**src/rtl/izh_scheduler.sv**
```systemverilog
// izh_scheduler: sweeps N virtual neurons through one shared Izhikevich
// update datapath. Per-neuron v/u/current state lives here; operands go out
// over a valid/ready issue handshake and results return on a dp_done pulse.
module izh_scheduler #(
  parameter int          N       = 4,
  parameter logic [7:0]  V_RESET = 8'd0,
  parameter logic [7:0]  U_RESET = 8'd0,
  parameter logic [7:0]  CHAIN_W = 8'd32,
  localparam int         IW      = $clog2(N)
) (
  input  logic          clk,
  input  logic          reset_n,
  input  logic          tick,
  input  logic          chain_en,
  input  logic          cfg_we,
  input  logic [IW-1:0] cfg_addr,
  input  logic [7:0]    cfg_data,
  output logic          dp_valid,
  input  logic          dp_ready,
  output logic [7:0]    dp_v,
  output logic [7:0]    dp_u,
  output logic [7:0]    dp_current,
  input  logic          dp_done,
  input  logic [7:0]    dp_v_next,
  input  logic [7:0]    dp_u_next,
  input  logic          dp_spike,
  output logic [N-1:0]  spike_vec,
  output logic          busy,
  output logic          sweep_done,
  output logic          overrun,
  input  logic [IW-1:0] mon_sel,
  output logic [7:0]    mon_v
);

  typedef enum logic [1:0] {IDLE, ISSUE, WAIT, DONE} state_t;

  state_t        state_reg, state_next;
  logic [IW-1:0] idx_reg, idx_next;
  logic          load_ops;
  logic          wb_en;
  logic          overrun_reg;
  logic          chain_add;
  logic [8:0]    cur_sum;
  logic [7:0]    cur_sat;

  logic [7:0]    v_reg   [N];
  logic [7:0]    u_reg   [N];
  logic [7:0]    cur_reg [N];

  // Per-neuron storage: state written back only for the neuron in WAIT,
  // current register written by the config port at any time.
  genvar gi;
  generate
    for (gi = 0; gi < N; gi++) begin : g_neuron
      logic [7:0] v_q, u_q, cur_q;
      logic       spk_q;

      // v/u/spike writeback on completion of this neuron's update
      always_ff @(posedge clk or negedge reset_n) begin
        if (!reset_n) begin
          v_q   <= V_RESET;
          u_q   <= U_RESET;
          spk_q <= 1'b0;
        end else if (wb_en && (idx_reg == IW'(gi))) begin
          v_q   <= dp_v_next;
          u_q   <= dp_u_next;
          spk_q <= dp_spike;
        end
      end

      // input current register, independent of sweep progress
      always_ff @(posedge clk or negedge reset_n) begin
        if (!reset_n) begin
          cur_q <= 8'd0;
        end else if (cfg_we && (cfg_addr == IW'(gi))) begin
          cur_q <= cfg_data;
        end
      end

      assign v_reg[gi]     = v_q;
      assign u_reg[gi]     = u_q;
      assign cur_reg[gi]   = cur_q;
      assign spike_vec[gi] = spk_q;
    end
  endgenerate

  // Next-state logic; load_ops marks every entry into ISSUE
  always_comb begin
    state_next = state_reg;
    idx_next   = idx_reg;
    load_ops   = 1'b0;
    wb_en      = 1'b0;
    case (state_reg)
      IDLE: begin
        if (tick) begin
          state_next = ISSUE;
          idx_next   = '0;
          load_ops   = 1'b1;
        end
      end
      ISSUE: begin
        if (dp_ready) state_next = WAIT;
      end
      WAIT: begin
        if (dp_done) begin
          wb_en = 1'b1;
          if (idx_reg == IW'(N - 1)) begin
            state_next = DONE;
          end else begin
            idx_next   = idx_reg + 1'b1;
            state_next = ISSUE;
            load_ops   = 1'b1;
          end
        end
      end
      DONE:    state_next = IDLE;
      default: state_next = IDLE;
    endcase
  end

  // Chained current: the previous neuron's spike comes straight off dp_spike
  // on the WAIT->ISSUE edge, since spike_vec has not been updated yet.
  always_comb begin
    chain_add = chain_en && (idx_next != '0) && (state_reg == WAIT) && dp_spike;
    cur_sum   = {1'b0, cur_reg[idx_next]} + (chain_add ? {1'b0, CHAIN_W} : 9'd0);
    cur_sat   = cur_sum[8] ? 8'hFF : cur_sum[7:0];
  end

  // FSM state and sweep index
  always_ff @(posedge clk or negedge reset_n) begin
    if (!reset_n) begin
      state_reg <= IDLE;
      idx_reg   <= '0;
    end else begin
      state_reg <= state_next;
      idx_reg   <= idx_next;
    end
  end

  // Operand latch: held stable for the whole ISSUE phase
  always_ff @(posedge clk or negedge reset_n) begin
    if (!reset_n) begin
      dp_v       <= V_RESET;
      dp_u       <= U_RESET;
      dp_current <= 8'd0;
    end else if (load_ops) begin
      dp_v       <= v_reg[idx_next];
      dp_u       <= u_reg[idx_next];
      dp_current <= cur_sat;
    end
  end

  // Sticky flag for ticks that arrive while a sweep is still in progress
  always_ff @(posedge clk or negedge reset_n) begin
    if (!reset_n) begin
      overrun_reg <= 1'b0;
    end else if (tick && (state_reg != IDLE)) begin
      overrun_reg <= 1'b1;
    end
  end

  assign dp_valid   = (state_reg == ISSUE);
  assign busy       = (state_reg != IDLE);
  assign sweep_done = (state_reg == DONE);
  assign overrun    = overrun_reg;
  assign mon_v      = v_reg[mon_sel];

endmodule
```
**config.mk**
```make
export PLATFORM = sky130hd
export DESIGN_NAME = izh_scheduler
export DESIGN_NICKNAME = d
export VERILOG_FILES = /design/src/rtl/izh_scheduler.sv
export SDC_FILE = /design/constraint.sdc
export NUM_CORES = 1
export LEC_CHECK = 0
export CORE_ASPECT_RATIO = 1.25
export CORE_MARGIN = 4
export CORE_UTILIZATION = 30
export CTS_BUF_LIST = sky130_fd_sc_hd__clkbuf_2
export CTS_CLUSTER_DIAMETER = 60
export CTS_CLUSTER_SIZE = 24
export DETAILED_ROUTE_END_ITERATION = 16
export GPL_TIMING_DRIVEN = 0
export PLACE_DENSITY = 0.5
export SYNTH_ARGS = -nofsm -noshare
export SYNTH_HDL_FRONTEND = slang
export SYNTH_SLANG_ARGS = --single-unit
```
**constraint.sdc**
```tcl
create_clock -name clk -period 2.6 [get_ports clk]
set_input_delay 0.52 -clock clk [delete_from_list [all_inputs] [get_ports clk]]
set_output_delay 0.52 -clock clk [all_outputs]
set_load 0.02 [all_outputs]
```
# Word level (Yosys, flattened, before mapping)
# Cells that the tools add are included.
[totals] elab_cells=87 register_bits=129 inputBits=36 out_inout_bits=40
[classes] add_sub_neg=2 n_reduce_logical=18 n_eq_ne=12 n_lt_le_gt_ge=2 mux=29 bitwise=2
[ops] cell="$mux 8" count=9
[ops] cell="$bmux 8 s2" count=4
[ops] cell="$mux 2" count=7
[ops] cell="$eq 2x2->1 const B" count=6
[ops] cell="$logic_and 1x1->1" count=12
[ops] cell="$add 8x6->9" count=1
[ops] cell="$pmux 2 s4" count=1
[ops] cell="$eq 2x1->1 const B" count=3
[ops] cell="$ge 3x3->1 const B" count=2
[ops] cell="$logic_not 2->1" count=3
[ops] cell="$mux 6" count=1
[ops] cell="$not 2->3" count=2
[ops] cell="$mux 1" count=5
[ops] cell="$ne 2x2->1 const B" count=2
[ops] cell="$pmux 2 s2" count=1
[ops] cell="$reduce_bool 2->1" count=2
[ops] cell="$reduce_and 3->1" count=1
[ops] cell="$add 2x1->2 const B" count=1
[ops] cell="$ne 2x1->1 const B" count=1
[ops] cell="$pmux 1 s2" count=1

# Logic depth before layout (Yosys ltp)
[logic_depth] ltp_word=11 depth_mapped=14 ltp_nobuf=11

# Least setup slack after synthesis
# OpenSTA, ideal clock, no wires.
[synth_timing] kind="reg2reg" from="reg state_reg[1]" to="reg dp_current[7]" period_less_slack_ns=2.481 path_stages_with_launch=13 path_buffers=3 t_arrival_ns=2.355 required_time_ns=2.474 path_slack_ns=0.119 setup_time_ns=0.126 cell_sequence="dfrtp_1 > buf_4 > or2_2 > o22ai_1 > nor2_1 > buf_2 > buf_1 > o2111a_1 > ha_1 > o21ai_0 > o22ai_2 > nor3_1 > a211oi_1"
[synth_between] elab_chain_len=9 elab_cells_between_ends=15 classes_between="add/sub (1); eq/ne (1); mux (7); bitwise (1); reduce/logical (5)"
[synth_rtl] item="start: declaration" line="37" text="state_t state_reg, state_next;"
[synth_rtl] item="start signal: assignment" line="135" text="state_reg <= state_next;"
[synth_rtl] item="branches (longest 9 deep; another with $add 8x6->9)"
[synth_rtl] item="end signal: assignment" line="149" text="dp_current <= cur_sat;"
[synth_rtl] item="end: declaration" line="22" text="output logic [7:0] dp_current,"
# Several ways; the timed one is not identified. The select of a mux whose other input is x is not followed.
# A chain may end at the register's enable or synchronous reset.

# Worst setup path after layout
[layout_timing] from="reg state_reg[1]" to="reg dp_current[0]"
# Same word-level chain as after synthesis.

==> results.txt <==
final setup violation count - 0
clk_lat worst skew - 690 ps
Horiz. Die Dim - 134 um
Seq cells post-synth - 129
Max Clk Rate - 0.399 GHz
Post-DRT Antenna Nets - 0
reg-to-reg endpoint - dp_current[0]
top flop regs - g_neuron.cur_q x32, g_neuron.u_q x32, g_neuron.v_q x32
P&R area growth vs syn - 24.8%
Synth Instances - 454
sequential area share after synthesis - 0.543
Nets - 589
MaxCap Viol Count - 0
Final Hold Fails - 0
DRT Wirelength - 15100 um
layout cells sized above 1 - 0.369
asr flop ratio synth - 1.00
drt drc - 0
Slew @ Worst Pin - 888 ps
I/O pin cnt - 76
CTS H-Tree Depth - 4
crit share post-route - 0.965
Max IR drop VDD - 0.340 mV
Worst Setup End Kind - flop
total power - 7290 uW
hold path cells - 3
Critical Path Start - state_reg[1]
vias per cell - 4.77
global-route wire length before repair - 23600 um
slack of the worst reg-to-reg path - 90 ps
Total GRT Usage - 0.141
Reg-to-Reg Start - state_reg[1]
post-route cell area - 7420 sq um
core area - 19500 sq um
Synth Cell Area - 5950 sq um
Worst slew margin - 0.406
CTS Root Cell - clkbuf_2
CTS Buf Count - 17
Synth Flop Type - dfrtp_1
first drt pass iteration count - 4
Final min period - 2510 ps
number of flops mapped to enable cells by yosys - 0
R2R depth - 12
row cnt - 57
height of the die - 165 um
Avg WL per Cell - 18.2 um
Starting DRT DRC Count - 167
Port Buf Inserts - 72
average size of a mapped cell - 13.1 sq um
max-slew violation count - 0
antenna violations before repair - 1
initial core utilization - 0.305
share of the synthesized area in the top cell type - 0.543
Worst Path Arrival - 3070 ps
status - complete, no violations
worst hold path type - in2reg
Placed Area - 7030 sq um
CTS tree - done
Leakage - 0.00327 uW
Congestion Overflow GR - 0
Max Fanout on Critical Path - 10
worst clock skew - 23.7 ps
cell taking the most area after synthesis - dfrtp_1
via count - 3962
required time of the critical path - 3160 ps
clock buffer depth - 2
largest net degree at the start of global routing - 76
WS Path Type - reg2reg
clock sinks - 129
Warnings, synthesis - 0
Clk pin slew, worst setup/hold paths - 180 ps
Final HPWL DP - 10400 um
Synthesized Nets - 492
Area contributors post-synth - dfrtp_1, mux2_2, mux2i_1
Hold Crit Start - dp_done
number of global-route vias before repair - 4293
Startpoint Class - flop
Endpoint, Worst Hold - state_reg[0]
full die area - 22200 sq um
PD cells - 983 nW/um^2
post-synth cell types - 40
gp weighted congestion - 0.789
-- layer usage --
| metal | GRT usage | part of all wire | up-vias |
|---|---|---|---|
| met5 | 0 | 0 | - |
| met4 | 0.0613 | 0.021 | 0 |
| met3 | 0.0306 | 0.029 | 22 |
| met2 | 0.249 | 0.53 | 63 |
| met1 | 0.166 | 0.42 | 2051 |
| li1 | - | - | 1826 |
-- critical path: stages, from the launching register on --
cell and delay [ps]:
dfrtp_1 400, buf_4 160, or2_2 310, o22ai_2 160, nor2_2 90, buf_6 150, buf_6 140, o2111a_1 260
ha_2 190, o21ai_1 100, o22ai_2 130, nand2b_4 180, a31oi_1 110
-- through the flow --
step	hold slack, ps	worst slack [ps]	TNS [ps]	utilization	cells
2_1_floorplan	224	119	0	-	454
6_report	149	91.8	0	0.381	830
3_5_place_dp	459	-883	-10150	0.361	792
5_1_grt	86.6	-13.0	-40.1	0.381	830
3_3_place_gp	443	-4120	-540860	0.359	791
4_1_cts	29.1	7.41	0	0.375	827
-- layout make-up --
cell class,instances,area [sq um]
fillers,1893,12000
flip-flops and latches,129,3230
multi-input cells,293,2630
repair buffers,79,788
well taps,265,332
plain buffers,28,213
clock inverters,13,120
clock buffers,19,95.1
inverters,3,11.3
diodes,1,2.50
-- how the worst max path moves through the flow --
stage	to	slack, ps	depth (start not counted)
detailed placement	dp_current[3]	-880	13
global route	dp_current[2]	-10	12
global placement	g_neuron[0].cur_q[0]	-4120	1
CTS	mon_v[3]	7	2
finish	dp_current[0]	90	12
floorplan	dp_current[7]	120	12
-- power by group --
group	total [uW]	internal, uW	switching (uW)
logic	3170	1610	1570
registers	2950	2590	357
clock network	1170	431	744
-- synth_stat cells (all sizes together) (2+ instances only) --
cell type and number:
a211oi 2, a21o 2, a21oi 27, a31oi 7
buf 22, clkbuf 7, dfrtp 129, ha 2
inv 3, mux2 122, mux2i 27, mux4 8
nand2 22, nand2b 2, nand3 2, nand3b 2
nor2 37, nor3 2, o21ai 17, o22ai 2
-- cells by family after synthesis --
kind of cell    after synthesis  share of synthesized area
mux                         157                      0.307
flops                       129                      0.543
simple gates                 75                     0.0581
compound gates               59                     0.0579
buf+inv                      32                     0.0303
fa+ha+maj                     2                    0.00421
-- what timing repair did --
action,4_1_cts,5_1_grt
gates resized for setup,27,20
endpoints found under the hold margin,54,0
pin swaps,2,6
setup endpoints to repair,18,11
hold buffers,1,0
buffers inserted,2,3
-- placed cells by master (no fill, tap or decap), types with 5 or more instances in the layout --
cell	count
dfrtp_1	127
mux2_2	121
clkdlybuf4s50_1	60
nor2_1	36
mux2i_1	26
a21oi_1	23
nand2_1	21
clkbuf_2	20
o21ai_0	12
buf_4	10
mux4_2	8
buf_2	7
dlygate4sd2_1	7
clkbuf_1	6
buf_6	5
o21ai_1	5
clkinv_2	5
Power figures use the tool's default switching activity.
